File: src/rtl/fpdiv_rr_scheduler.sv
// Round-robin front end that time-shares one fpdiv divider between NREQ requesters,
// sequencing the divider through RESET/DONE and guarding each operation with a watchdog.
module fpdiv_rr_scheduler #(
  parameter int NREQ      = 2,
  parameter int SETUP_CYC = 2,
  parameter int TIMEOUT   = 64
) (
  input  logic                CLOCK,
  input  logic                RESET,
  input  logic [NREQ-1:0]     REQ_VALID,
  output logic [NREQ-1:0]     REQ_READY,
  input  logic [32*NREQ-1:0]  REQ_A,
  input  logic [32*NREQ-1:0]  REQ_B,
  output logic [NREQ-1:0]     RSP_VALID,
  input  logic [NREQ-1:0]     RSP_READY,
  output logic [31:0]         RSP_DATA,
  output logic [1:0]          RSP_EXC,
  output logic                RSP_TIMEOUT,
  output logic [31:0]         DIV_A,
  output logic [31:0]         DIV_B,
  output logic                DIV_RESET,
  input  logic [31:0]         DIV_RESULT,
  input  logic                DIV_DONE,
  input  logic [1:0]          DIV_EXC
);

  localparam int PW   = (NREQ > 1) ? $clog2(NREQ) : 1;
  localparam int CMAX = (TIMEOUT > SETUP_CYC) ? TIMEOUT : SETUP_CYC;
  localparam int CW   = $clog2(CMAX + 1);
  localparam int unsigned NQ = NREQ;
  localparam logic [31:0] QNAN = 32'h7FC0_0000;

  typedef enum logic [1:0] {
    S_IDLE,
    S_LOAD,
    S_RUN,
    S_RESP
  } state_t;

  state_t          state, state_nx;
  logic [PW-1:0]   ptr;
  logic [PW-1:0]   owner;
  logic [PW-1:0]   grant;
  logic [PW-1:0]   cand;
  logic [PW-1:0]   ptr_nx;
  logic [CW-1:0]   cnt;
  logic            found;
  logic            accept;
  logic            done_ok;
  logic            wd_expire;

  // First valid requester at or after the pointer, wrapping modulo NREQ.
  always_comb begin
    grant = '0;
    found = 1'b0;
    cand  = '0;
    for (int unsigned i = 0; i < NQ; i++) begin
      cand = PW'((32'(ptr) + i) % NQ);
      if (!found && REQ_VALID[cand]) begin
        found = 1'b1;
        grant = cand;
      end
    end
  end

  assign accept    = (state == S_IDLE) && found;
  assign ptr_nx    = (grant == PW'(NREQ - 1)) ? '0 : grant + PW'(1);
  // A DONE seen in the very first RUN cycle may be left over from the previous operation.
  assign done_ok   = (state == S_RUN) && (cnt != '0) && DIV_DONE;
  assign wd_expire = (state == S_RUN) && (cnt == CW'(TIMEOUT - 1));

  always_comb begin
    state_nx  = state;
    REQ_READY = '0;
    RSP_VALID = '0;
    DIV_RESET = 1'b1;
    case (state)
      S_IDLE: begin
        if (found) begin
          REQ_READY[grant] = 1'b1;
          state_nx = S_LOAD;
        end
      end
      S_LOAD: begin
        if (cnt == CW'(SETUP_CYC - 1)) state_nx = S_RUN;
      end
      S_RUN: begin
        DIV_RESET = 1'b0;
        if (done_ok || wd_expire) state_nx = S_RESP;
      end
      S_RESP: begin
        RSP_VALID[owner] = 1'b1;
        if (RSP_READY[owner]) state_nx = S_IDLE;
      end
      default: state_nx = S_IDLE;
    endcase
  end

  always_ff @(posedge CLOCK) begin
    if (RESET) begin
      state       <= S_IDLE;
      ptr         <= '0;
      owner       <= '0;
      cnt         <= '0;
      RSP_DATA    <= '0;
      RSP_EXC     <= '0;
      RSP_TIMEOUT <= 1'b0;
      DIV_A       <= '0;
      DIV_B       <= '0;
    end else begin
      state <= state_nx;
      if (state_nx != state) begin
        cnt <= '0;
      end else if (state == S_LOAD || state == S_RUN) begin
        cnt <= cnt + CW'(1);
      end
      if (accept) begin
        DIV_A <= REQ_A[32*grant +: 32];
        DIV_B <= REQ_B[32*grant +: 32];
        owner <= grant;
        ptr   <= ptr_nx;
      end
      // A real DONE wins over the watchdog when both land in the same cycle.
      if (done_ok) begin
        RSP_DATA    <= DIV_RESULT;
        RSP_EXC     <= DIV_EXC;
        RSP_TIMEOUT <= 1'b0;
      end else if (wd_expire) begin
        RSP_DATA    <= QNAN;
        RSP_EXC     <= '0;
        RSP_TIMEOUT <= 1'b1;
      end
    end
  end

endmodule
File: config.mk
export PLATFORM = sky130hd
export DESIGN_NAME = fpdiv_rr_scheduler
export DESIGN_NICKNAME = d
export VERILOG_FILES = /design/src/rtl/fpdiv_rr_scheduler.sv
export SDC_FILE = /design/constraint.sdc
export NUM_CORES = 1
export LEC_CHECK = 0
export ABC_AREA = 1
export BUFFER_PORTS_ARGS = -buffer_cell sky130_fd_sc_hd__buf_4
export CORE_AREA = 2 2 106 108
export DETAILED_ROUTE_END_ITERATION = 10
export DIE_AREA = 0 0 108 110
export GPL_TIMING_DRIVEN = 0
export HOLD_SLACK_MARGIN = 0.05
export PLACE_DENSITY_LB_ADDON = 0.1
export SYNTH_ARGS = -nofsm -noshare
export SYNTH_HDL_FRONTEND = slang
export SYNTH_SLANG_ARGS = --single-unit
File: constraint.sdc
create_clock -name CLOCK -period 3.45 [get_ports CLOCK]
set_input_delay 0.5175 -clock CLOCK [delete_from_list [all_inputs] [get_ports CLOCK]]
set_output_delay 0.5175 -clock CLOCK [all_outputs]
set_load 0.05 [all_outputs]
After elaboration in Yosys (flattened, before gate mapping)
Index checks and enable logic that the tools add are counted.
- flip-flop bits (word level): 110
- logic and storage cells: 69
- output and inout port bits: 104
- multiplexer cells: 28
- equality and inequality tests: 6
- $add $sub $neg: 3
- shifts and indexed selects: 2
- magnitude comparators: 6
- reductions and logical operators: 15
- operators with widths (cell ; number):
    $shiftx 64x7->32 ; 2
    $mux 32 ; 2
    $mux 2 ; 9
    $mux 1 ; 14
    $lt 1x2->1 const B ; 4
    $pmux 2 s4 ; 1
    $add 7x1->7 const B ; 1
    $eq 7x1->1 const B ; 1
    $eq 7x6->1 const B ; 1
    $logic_and 1x1->1 ; 7
    $reduce_bool 7->1 ; 1
    $eq 2x2->1 const B ; 2
    $reduce_or 2->1 ; 2
    $add 1x1->1 const B ; 2
    $demux 1 s1 ; 2
    $eq 2x1->1 const B ; 1
    $ge 1x1->1 const B ; 2
    $logic_not 2->1 ; 1
    $logic_or 1x1->1 ; 2
    $ne 2x2->1 ; 1
    $reduce_bool 2->1 ; 1
    $logic_not 1->1 ; 1

Depth between registers and ports, before layout
Gate-level depths: netlist (run 1).
- depth in word-level cells: 12
- depth in mapped cells: 14

Worst setup path after synthesis (run 1)
OpenSTA, ideal clock, no wires.
- kind: reg2reg
- start: register state[0]
- end: register cnt[0]
- cell stages (with the launch flop): 14
- buffers on the path: 0
- required time: 3.384 ns
- data arrival time: 1.870 ns
- slack: 1.514 ns
- cell sequence: dfxtp_1 -> inv_1 -> ha_1 -> inv_1 -> nor2_1 -> nand3_4 -> nand3_1 -> nand2_1 -> inv_1 -> nand2_2 -> nand2_1 -> nand2_1 -> nand3_2 -> nor2_1
- longest elaborated chain between the ends: 8
- elaborated cells between the ends (all ways): 16
- those cells by class: eq/ne: 4; mux: 5; reduce/logical: 7
- RTL lines (item ; line ; text):
    from (decl) ; 40 ; state_t state, state_nx;
    from (signal assigned) ; 111 ; state <= state_nx;
    $eq 2x2->1 ; n/a ;
    $logic_and 1x1->1 (2 in series) ; 69 ; assign done_ok = (state == S_RUN) && (cnt != '0) && DIV_DONE;
    $logic_or 1x1->1 ; 89 ; if (done_ok || wd_expire) state_nx = S_RESP;
    $mux 2 ; 89 ;
    $pmux 2 s4 ; 77 ; case (state)
    $ne 2x2->1 ; 112 ; if (state_nx != state) begin
    $reduce_or 2->1 (no line) ; n/a ;
    to (signal assigned) ; 115 ; cnt <= cnt + CW'(1);
    to (decl) ; 46 ; logic [CW-1:0] cnt;
Several ways; a longest one is shown, not always the timed one.
A chain may end at the register's enable or synchronous reset.

Final worst setup path (run 1)
- start: register state[0]
- end: output port REQ_READY[0]
- longest elaborated chain between the ends: 2
- RTL lines (item ; line ; text):
    $logic_not 2->1 ; 77 ;
    $mux 2 ; 77 ;
    to (decl) ; 11 ; output logic [NREQ-1:0] REQ_READY,
No other way between the ends.

==> out/results.tsv, run 1 <==
stage	metric	value	unit
power	leakagePower	3.283	nW
critical_path	critPathSlowestCell	dfxtp_1	
logic_synthesis	ys_seq_area_frac	0.4730	
timing	relSlewSlack	0.6224	
timing	fin_crit	2.513	ns
status	outcome	finished clean	
clock_tree	clk_latency	0.38	ns
final_layout	area_growth	51.68	%
critical_path	cp.required	2.93	ns
timing	min_period_over_period	0.7284	
critical_path	critPathLaunchType	flop	
critical_path	r2r_start	state[0]	
place	dp_hpwl	12.11	mm
final_layout	multi_input_area	2151	um2
global_routing	grt_max_degree	20	
job	maxCapViolCount	0	
min_path	hold_path.class	input pin to flop	
global_routing	antenna_found_initial	0	
final_layout	nFillCells	916	
power	p_per_area	458.5	nW/um2
logic_synthesis	ys.flop_type	dfxtp_1	
global_routing	grt_pass1_wl	23.70	mm
logic_synthesis	syn_area_per_cell	7.747	um2
global_routing	grt_remaining_overflow	0	
timing	slew_viol_final	0	
critical_path	critPathMaxStageDelay	0.38	ns
clock_tree	cts_tree	yes	
logic_synthesis	synth_common_cells	nand2_1, dfxtp_1, nor2_1	
clock_tree	cts.sinks	110	
detailed_routing	vias	5189	
critical_path	critPathCaptureType	output port	
logic_synthesis	yosysMostFrequentCell	nand2_1	
logic_synthesis	netlist_area	4656	um2
detailed_routing	drtPass1Iterations	4	
detailed_routing	routedWlPerCell	15.05	um
min_path	hold-path-cell-count	3	
place	place_area	6858	um2
timing	hold_viol_final	0	
place	placedCellCount	1011	
timing	setup_viol	0	
timing	worst_pin_slew	0.5664	ns
floorplanning	die_area	11880	um2
clock_tree	h-tree-depth	3	
critical_path	crit_cells	8	
final_layout	final-seq-area	2202	um2
detailed_routing	drc_errors	0	
logic_synthesis	synth-async-reset-ratio	0	
clock_tree	root_buffer	clkbuf_8	
clock_tree	cts.hold.buffers_added	0	
detailed_routing	initialDrtViolationCount	236	
critical_path	worstPathArrival	2.00	ns
logic_synthesis	synth_cell_types	30	
final_layout	utilization	0.6601	
detailed_routing	ant_nets	0	
critical_path	crit_type	flop to output port	
global_routing	globalRouteTotalUtil	0.2535	
critical_path	setup.worst_path.end	REQ_READY[0]	
floorplanning	die_w	108	um
clock_tree	ctsResizeCount	0	
detailed_routing	vias_per_cell	5.053	
final_layout	finalNonFillerCells	1027	
critical_path	critical_path.cell_chain	inv_1 -> ha_1 -> nand2_4 -> inv_2 -> nand2_1 -> inv_2 -> buf_4 -> buf_4	
logic_synthesis	synth_warnings	0	
clock_tree	numCtsBuffers	9	
timing	hold_ws	0.3797	ns
place	routabilityCongestion	0.8282	
detailed_routing	wl	15.46	mm
final_layout	drive_above_1_share	0.3608	
critical_path	worst-path-buf-inv	5	
clock_tree	cts.clk_slew.worst_paths	0.12	ns
floorplanning	start_util	0.4352	
critical_path	startpoint	state[0]	
logic_synthesis	synth_edf_count	0	
critical_path	rr_worst_depth	8	
logic_synthesis	synth_fp_nets	778	
final_layout	design_area	7062	um2
logic_synthesis	syn_inst	601	
timing	final.setup.tns	0	ns
timing	fin_skew	0.01933	ns
critical_path	r2r_slack	1.47	ns
final_layout	antenna_cells	0	
timing	rsz0062_at_grt	no	
floorplanning	ios	273	
floorplanning	core_area	10700	um2
floorplanning	row_count	38	
power	ir_drop	0.0002915	V
critical_path	crit_family	buffers and inverters	
global_routing	grt_pass1_vias	5001	
clock_tree	post_cts_buffers	0	
timing	max_freq	397.9	MHz
critical_path	r2r-end	RSP_DATA[13]	
critical_path	path_max_fanout	10	
logic_synthesis	ys_seq_elements	110	
logic_synthesis	yosys-top-cells-area	dfxtp_1, nand2_1, nand3_1, a21oi_1, nor2_1	
logic_synthesis	synth_area_leader_cell	dfxtp_1	
logic_synthesis	synth_top_area_frac	0.4730	
floorplanning	die_y	110	um
place	port-buffer-count	270	
clock_tree	clockBufferDepth	2	
final_layout	finalNetCount	1059	
logic make-up after synthesis:
kind of cell    share of synthesized area
compound gates                     0.1696
xor+xnor                         0.009406
buf+inv                           0.06503
flops                              0.4730
simple gates                       0.2615
fa+ha+maj                         0.02150
cells in the final DEF, fill, tap and decap left out, drive strengths merged:
cell / n
buf: 293
nand2: 153
dfxtp: 110
nor2: 60
nand3: 59
a21oi: 54
inv: 29
clkbuf: 29
a311oi: 24
a22oi: 23
a31oi: 17
nor3: 10
ha: 8
xor2: 4
clkinv: 4
o21ai: 3
nand3b: 2
o21bai: 1
xnor2: 1
a211oi: 1
bufinv: 1
clkinvlp: 1
layout make-up:
type / count / area share
repair buffers: 270 / 0.2870
multi-input cells: 420 / 0.3046
plain buffers: 43 / 0.02799
inverters: 28 / 0.01488
clock buffers: 9 / 0.01754
well taps: 140 / 0.02481
clock inverters: 7 / 0.01134
flip-flops and latches: 110 / 0.3118
how the worst min path moves through the flow:
| stage | startpoint | end | slack [ns] |
|---|---|---|---|
| floorplan | ptr | ptr | 0.46 |
| global placement | RSP_TIMEOUT | RSP_TIMEOUT | 0.45 |
| detailed placement | RSP_TIMEOUT | RSP_TIMEOUT | 0.45 |
| CTS | REQ_B[21] | DIV_B[21] | 0.37 |
| global route | REQ_B[22] | DIV_B[22] | 0.37 |
| finish | DIV_RESULT[19] | RSP_DATA[19] | 0.38 |
registers in the layout (all words and copies together) (netlist names):
signal / count
state: 2
cnt: 7
DIV_A: 32
RSP_EXC: 2
owner: 1
DIV_B: 32
RSP_TIMEOUT: 1
ptr: 1
RSP_DATA: 32
worst reg2reg max path, cell delays in order (launching register included):
cell,delay [ns]
dfxtp_1,0.44
inv_1,0.16
ha_1,0.25
inv_1,0.13
nor2_1,0.09
nand3_4,0.15
clkbuf_1,0.39
nand3_1,0.16
a21oi_1,0.16
routing by layer:
layer	vias to the layer above	part of all wire	wire [um]	global-route usage
li1	2600	-	-	-
met1	2392	0.38	5926	0.2799
met2	174	0.53	8196	0.4704
met3	23	0.067	1037	0.06467
met4	0	0.019	299	0.09158
met5	-	0	0	0
metrics by stage:
step | power, mW | setup WS, ns
after floorplan | 2.058 | 1.514
after global placement | 2.434 | 1.282
after detailed placement | 2.450 | 1.255
after CTS | 3.244 | 0.9176
after global routing | 3.375 | 0.7776
final | 3.238 | 0.9370
power breakdown:
part | internal, mW | leakage (nW) | switching (mW)
Clock | 0.345 | 0.102 | 0.470
Combinational | 0.362 | 2.28 | 0.638
Sequential | 1.37 | 0.901 | 0.0563
Note: power is estimated with default switching activity, not from simulation.
==> inputs of run 2 (changes only) <==
ABC_AREA = 0   (was 1)
CORE_AREA = 2 2 107 109   (was 2 2 106 108)
DIE_AREA = 0 0 109 111   (was 0 0 108 110)
clock period = 2.5 ns   (was 3.45 ns; I/O delays follow)
==> run 2 against run 1 <==
Against the previous run: cell count down 17%; largest power group unchanged; clock skew fell by 0.0097 ns; sequential cell count stayed put; worst hold slack got worse by 0.13 ns; critical endpoint is now REQ_READY[1]; clock power grew 68%; wire length down 6.0%.
==> out/results.tsv, run 2 <==
stage	metric	value	unit
power	p_int	3.147	mW
floorplanning	die_w	109	um
detailed_routing	wl	14.53	mm
final_layout	finalNetCount	882	
global_routing	globalRouteTotalUtil	0.2335	
status	outcome	finished clean	
logic_synthesis	ys.flop_type	dfxtp_1	
clock_tree	clk_latency	0.35	ns
detailed_routing	ant_nets	0	
floorplanning	die_area	12100	um2
clock_tree	root_buffer	clkbuf_16	
floorplanning	die_y	111	um
final_layout	final_cell_mix	buf_4, dfxtp_1, nor2_1	
final_layout	antenna_cells	0	
logic_synthesis	synth_top_area_frac	0.5047	
logic_synthesis	synth_fp_nets	601	
place	place_area	6569	um2
clock_tree	numCtsBuffers	9	
final_layout	largestRegisters	DIV_A: 32 flops, DIV_B: 32 flops, RSP_DATA: 32 flops	
final_layout	nFillCells	936	
power	p_sw	1.532	mW
final_layout	final-seq-area	2202	um2
critical_path	critPathCaptureType	output port	
detailed_routing	wl_met3	1.403	mm
global_routing	grt_pass1_wl	22.14	mm
timing	fin_crit	2.285	ns
place	routabilityCongestion	0.9402	
place	dp_hpwl	11.36	mm
global_routing	grt_remaining_overflow	0	
global_routing	grt_pass1_vias	4445	
logic_synthesis	yosys-top-cells-area	dfxtp_1, a222oi_1, nor2_1, mux2i_1, a211oi_1	
clock_tree	clockBufferDepth	2	
detailed_routing	vias_per_cell	5.350	
final_layout	drive_above_1_share	0.4401	
critical_path	critPathLaunchType	flop	
logic_synthesis	synth_common_cells	dfxtp_1, nor2_1, a222oi_1	
global_routing	grt_max_degree	17	
clock_tree	cts.hold.buffers_added	0	
timing	worst_pin_slew	0.7183	ns
min_path	min_from	DIV_RESULT[31]	
timing	final.setup.tns	0	ns
timing	max_freq	437.6	MHz
critical_path	critical_path.cell_chain	inv_1 -> ha_1 -> and3_2 -> clkbuf_2 -> buf_4	
critical_path	critPathSlowestCell	dfxtp_1	
logic_synthesis	syn_area_per_cell	10.29	um2
clock_tree	h-tree-depth	3	
power	pwr-share-clk	0.294	
logic_synthesis	ys_seq_area_frac	0.5047	
job	maxCapViolCount	0	
clock_tree	cts_tree	yes	
timing	min_period_over_period	0.9141	
detailed_routing	wl_met1	5.723	mm
critical_path	critPathMaxStageDelay	0.37	ns
detailed_routing	initialDrtViolationCount	389	
detailed_routing	top_layer	met4	
power	pwr-share-comb	0.288	
detailed_routing	drc_errors	0	
floorplanning	start_util	0.3939	
timing	setup_viol	0	
detailed_routing	vias	4558	
power	power	4.679	mW
timing	hold_viol_final	0	
detailed_routing	drtPass1Iterations	6	
timing	fin_ws	0.2148	ns
clock_tree	cts.clk_slew.worst_paths	0.07	ns
final_layout	area_growth	57.50	%
power	netSwitchingFraction	0.3274	
critical_path	cp.required	2.12	ns
logic_synthesis	netlist_area	4363	um2
logic_synthesis	yosysMostFrequentCell	dfxtp_1	
timing	rsz0062_at_grt	no	
global_routing	antenna_found_initial	0	
power	leakagePower	3.224	nW
logic_synthesis	synth_cell_types	42	
critical_path	r2r_start	state[0]	
logic_synthesis	syn_inst	424	
critical_path	startpoint	state[0]	
final_layout	final_common_cell	buf_4	
logic_synthesis	ys_seq_elements	110	
timing	slew_viol_final	0	
place	pre_cts_slack	0.07944	ns
min_path	hold_path.class	input pin to flop	
logic_synthesis	synth_area_leader_cell	dfxtp_1	
detailed_routing	dr_wl_met2	6.983	mm
logic_synthesis	synth-async-reset-ratio	0	
floorplanning	ios	273	
final_layout	multi_input_area	1977	um2
logic_synthesis	synth_edf_count	0	
power	p_per_area	680.9	nW/um2
final_layout	design_area	6872	um2
clock_tree	cts.sinks	110	
power	ir_drop	0.0003801	V
critical_path	worstPathArrival	1.91	ns
timing	relSlewSlack	0.5167	
critical_path	crit_type	flop to output port	
place	port-buffer-count	270	
timing	fin_skew	0.009583	ns
power	seqPwrFrac	0.418	
logic_synthesis	synth_warnings	0	
floorplanning	row_count	39	
floorplanning	core_area	11080	um2
detailed_routing	routedWlPerCell	17.05	um
critical_path	path_max_fanout	10	
run 2: cell count changes after synthesis, sizes merged, moves of 19 or more:
cell and change:
a211oi +30, a21oi -49, a222oi +40, a22o +25
a22oi -23, a311oi -22, inv -19, mux2i +25
nand2 -147, nand3 -58
run 2: cell families after synthesis:
group | Yosys count | share of synthesized area
AND/OR/NAND/NOR | 99 | 0.09980
XOR/XNOR | 6 | 0.01204
multiplexers | 26 | 0.05994
buffers and inverters | 46 | 0.04416
flip-flops | 110 | 0.5047
adder cells (fa/ha/maj) | 8 | 0.02294
AO/OA/AOI/OAI | 129 | 0.2564
run 2: layout make-up:
| type | count | share of cell area |
|---|---|---|
| Sequential cell | 110 | 0.3205 |
| Timing Repair Buffer | 271 | 0.2961 |
| Multi-Input combinational cell | 268 | 0.2877 |
| Clock buffer | 12 | 0.03878 |
| Tap cell | 143 | 0.02604 |
| Buffer | 36 | 0.02331 |
| Inverter | 9 | 0.004916 |
| Clock inverter | 3 | 0.002731 |
run 2: metal layers:
metal / up-vias / global-route usage
li1: 2192 / -
met1: 2121 / 0.2776
met2: 220 / 0.3884
met3: 25 / 0.06173
met4: 0 / 0.1060
met5: - / 0
run 2: worst max-delay path, delay by kind of cell (launching register included):
family	cells	cell delay [ns]
adder cells (fa/ha/maj)	1	0.24
buffers and inverters	3	0.67
flip-flops	1	0.37
AND/OR/NAND/NOR	1	0.29
run 2: path summary, 6_finish.rpt:
| path | cells after the start | to | slack, ns |
|---|---|---|---|
| hold / removal | 2 | RSP_DATA[31] | 0.25 |
| hold reg to reg | 1 | RSP_DATA[2] | 0.48 |
| setup / recovery | 5 | REQ_READY[1] | 0.21 |
| setup reg to reg | 7 | cnt[3] | 0.26 |
run 2: what timing repair did:
item / CTS / global route
pin swaps: 0 / 0
hold endpoints to repair: 0 / 0
setup buffers: 0 / 1
gates cloned: 0 / 0
gates resized for setup: 4 / 2
endpoints found under the setup margin: 2 / 2
run 2: through the flow:
step                hold WS, ns  utilization  cells
CTS                      0.2353       0.6196    852
detailed placement       0.4584       0.5930    837
finish                   0.2477       0.6204    852
global placement         0.4574       0.5930    837
global route             0.2443       0.6204    852
floorplan                0.4635            -    424
run 2: power by group through the flow:
stage	Combinational, mW	Sequential [mW]	Clock, mW
global placement	1.33	1.99	0
floorplan	0.426	2.38	0
global route	1.44	1.97	1.47
finish	1.35	1.96	1.37
CTS	1.35	1.95	1.40
detailed placement	1.34	1.99	0
==> inputs of run 3 (changes only) <==
BUFFER_PORTS_ARGS = -buffer_cell sky130_fd_sc_hd__buf_2   (was -buffer_cell sky130_fd_sc_hd__buf_4)
CTS_CLUSTER_DIAMETER = 80   (was not set)
==> run 3 against run 2 <==
Against the previous run: non-clock buffer count stayed put; via count is 0.75% lower; core utilization is 6.2 points lower; clock skew is 0.0039 ns lower; sequential cell count stayed put; critical path depth is 1 higher; highest routed layer unchanged; fmax hardly changed; wire length is 4.7% lower; clock power hardly changed; critical path type unchanged; die area stayed put.
==> out/results.tsv, run 3 (same netlist as run 2, synthesis figures left out) <==
stage	metric	value	unit
timing	fin_crit	2.283	ns
final_layout	nFillCells	1001	
final_layout	drive_above_1_share	0.4415	
power	ir_drop	0.0005078	V
floorplanning	die_area	12100	um2
critical_path	r2r_slack	0.29	ns
final_layout	multi_input_area	1977	um2
timing	fin_ws	0.2166	ns
floorplanning	die_w	109	um
clock_tree	clk_latency	0.35	ns
min_path	min_from	DIV_RESULT[11]	
min_path	hold_path.class	input pin to flop	
clock_tree	cts.clk_slew.worst_paths	0.07	ns
clock_tree	clockBufferDepth	2	
detailed_routing	ant_nets	0	
timing	worst_pin_slew	0.7558	ns
timing	rsz0062_at_grt	no	
status	outcome	finished clean	
timing	max_freq	437.9	MHz
critical_path	crit_type	flop to output port	
critical_path	worstPathArrival	1.91	ns
global_routing	grt_pass1_wl	21.68	mm
floorplanning	row_count	39	
final_layout	area_growth	41.81	%
global_routing	grt_pass1_vias	4285	
floorplanning	die_y	111	um
power	leakagePower	3.057	nW
place	routabilityCongestion	0.9265	
clock_tree	cts.hold.buffers_added	0	
clock_tree	numCtsBuffers	9	
final_layout	antenna_cells	0	
power	power	4.499	mW
job	maxCapViolCount	0	
clock_tree	h-tree-depth	3	
detailed_routing	routedWlPerCell	16.25	um
critical_path	critPathLaunchType	flop	
critical_path	setup.worst_path.end	REQ_READY[0]	
timing	hold_viol_final	0	
detailed_routing	vias_per_cell	5.310	
floorplanning	core_area	11080	um2
final_layout	finalNetCount	882	
detailed_routing	initialDrtViolationCount	398	
final_layout	largestRegisters	DIV_A: 32 flops, DIV_B: 32 flops, RSP_DATA: 32 flops	
final_layout	final_common_cell	buf_2	
timing	hold_ws	0.2415	ns
critical_path	startpoint	state[1]	
floorplanning	ios	273	
critical_path	r2r_start	state[1]	
clock_tree	cts.sinks	110	
global_routing	globalRouteTotalUtil	0.2275	
place	pre_cts_slack	0.02243	ns
timing	fin_skew	0.005650	ns
timing	relSlewSlack	0.4915	
timing	setup_viol	0	
critical_path	path_max_fanout	10	
detailed_routing	drtPass1Iterations	6	
floorplanning	start_util	0.3939	
place	port-buffer-count	270	
critical_path	rr_worst_depth	7	
global_routing	grt_max_degree	18	
critical_path	critPathCaptureType	output port	
timing	final.setup.tns	0	ns
detailed_routing	wl	13.85	mm
critical_path	cp.required	2.12	ns
clock_tree	cts_tree	yes	
global_routing	grt_remaining_overflow	0	
final_layout	final_cell_mix	buf_2, dfxtp_1, nor2_1	
detailed_routing	drc_errors	0	
place	dp_hpwl	10.85	mm
global_routing	antenna_found_initial	0	
power	p_per_area	727.2	nW/um2
timing	slew_viol_final	0	
critical_path	r2r-end	RSP_DATA[7]	
clock_tree	root_buffer	clkbuf_16	
detailed_routing	vias	4524	
final_layout	final-seq-area	2202	um2
timing	min_period_over_period	0.9134	
==> run 3: cell count changes in the layout (fill, tap and decap cells not counted), sizes merged <==
cell and change:
inv +1, clkbuf -1, buf -1, clkinvlp +1
==> run 3: metal layers <==
metal,global-route usage,wire [um],up-vias,share of wire
li1,-,-,2194,-
met1,0.2786,5719,2104,0.41
met5,0,0,-,0
met4,0.06239,206,0,0.015
met2,0.3727,6684,211,0.48
met3,0.08348,1236,15,0.089
==> run 3: how the worst min path moves through the flow <==
stage / to / slack, ns / depth (start not counted)
6_report: RSP_DATA[11] / 0.24 / 2
3_3_place_gp: RSP_DATA[13] / 0.45 / 1
2_1_floorplan: ptr / 0.46 / 2
5_1_grt: RSP_DATA[4] / 0.23 / 2
4_1_cts: RSP_DATA[1] / 0.23 / 2
3_5_place_dp: RSP_DATA[9] / 0.45 / 1
==> run 3: stage by stage <==
stage	cells	utilization	cell area [um2]
final	852	0.5586	6187
after floorplan	424	-	4363
after detailed placement	837	0.5320	5893
after global routing	852	0.5586	6187
after global placement	837	0.5320	5893
after CTS	853	0.5582	6183
==> run 3: layout make-up <==
class,instances,area share
Inverter,9,0.005460
Clock buffer,10,0.03862
Tap cell,143,0.02892
Timing Repair Buffer,271,0.2204
Multi-Input combinational cell,268,0.3195
Clock inverter,5,0.005662
Sequential cell,110,0.3559
Buffer,36,0.02548
==> run 3: what timing repair did <==
item / CTS / global route
buffers inserted: 1 / 0
gates resized for setup: 4 / 4
endpoints found under the setup margin: 2 / 2
==> run 3: power by group <==
part           internal, mW  leakage, nW  total, mW  switching (mW)
combinational         0.378         2.02       1.20           0.827
clock                 0.700        0.135       1.35           0.645
sequential             1.88        0.901       1.95          0.0714
==> run 3: critical path, cell delays in order, from the launching register on <==
cell and delay (ns):
dfxtp_1 0.39, inv_1 0.13, ha_1 0.22, o21ai_2 0.13, a21oi_2 0.17, clkbuf_2 0.25
clkbuf_4 0.27
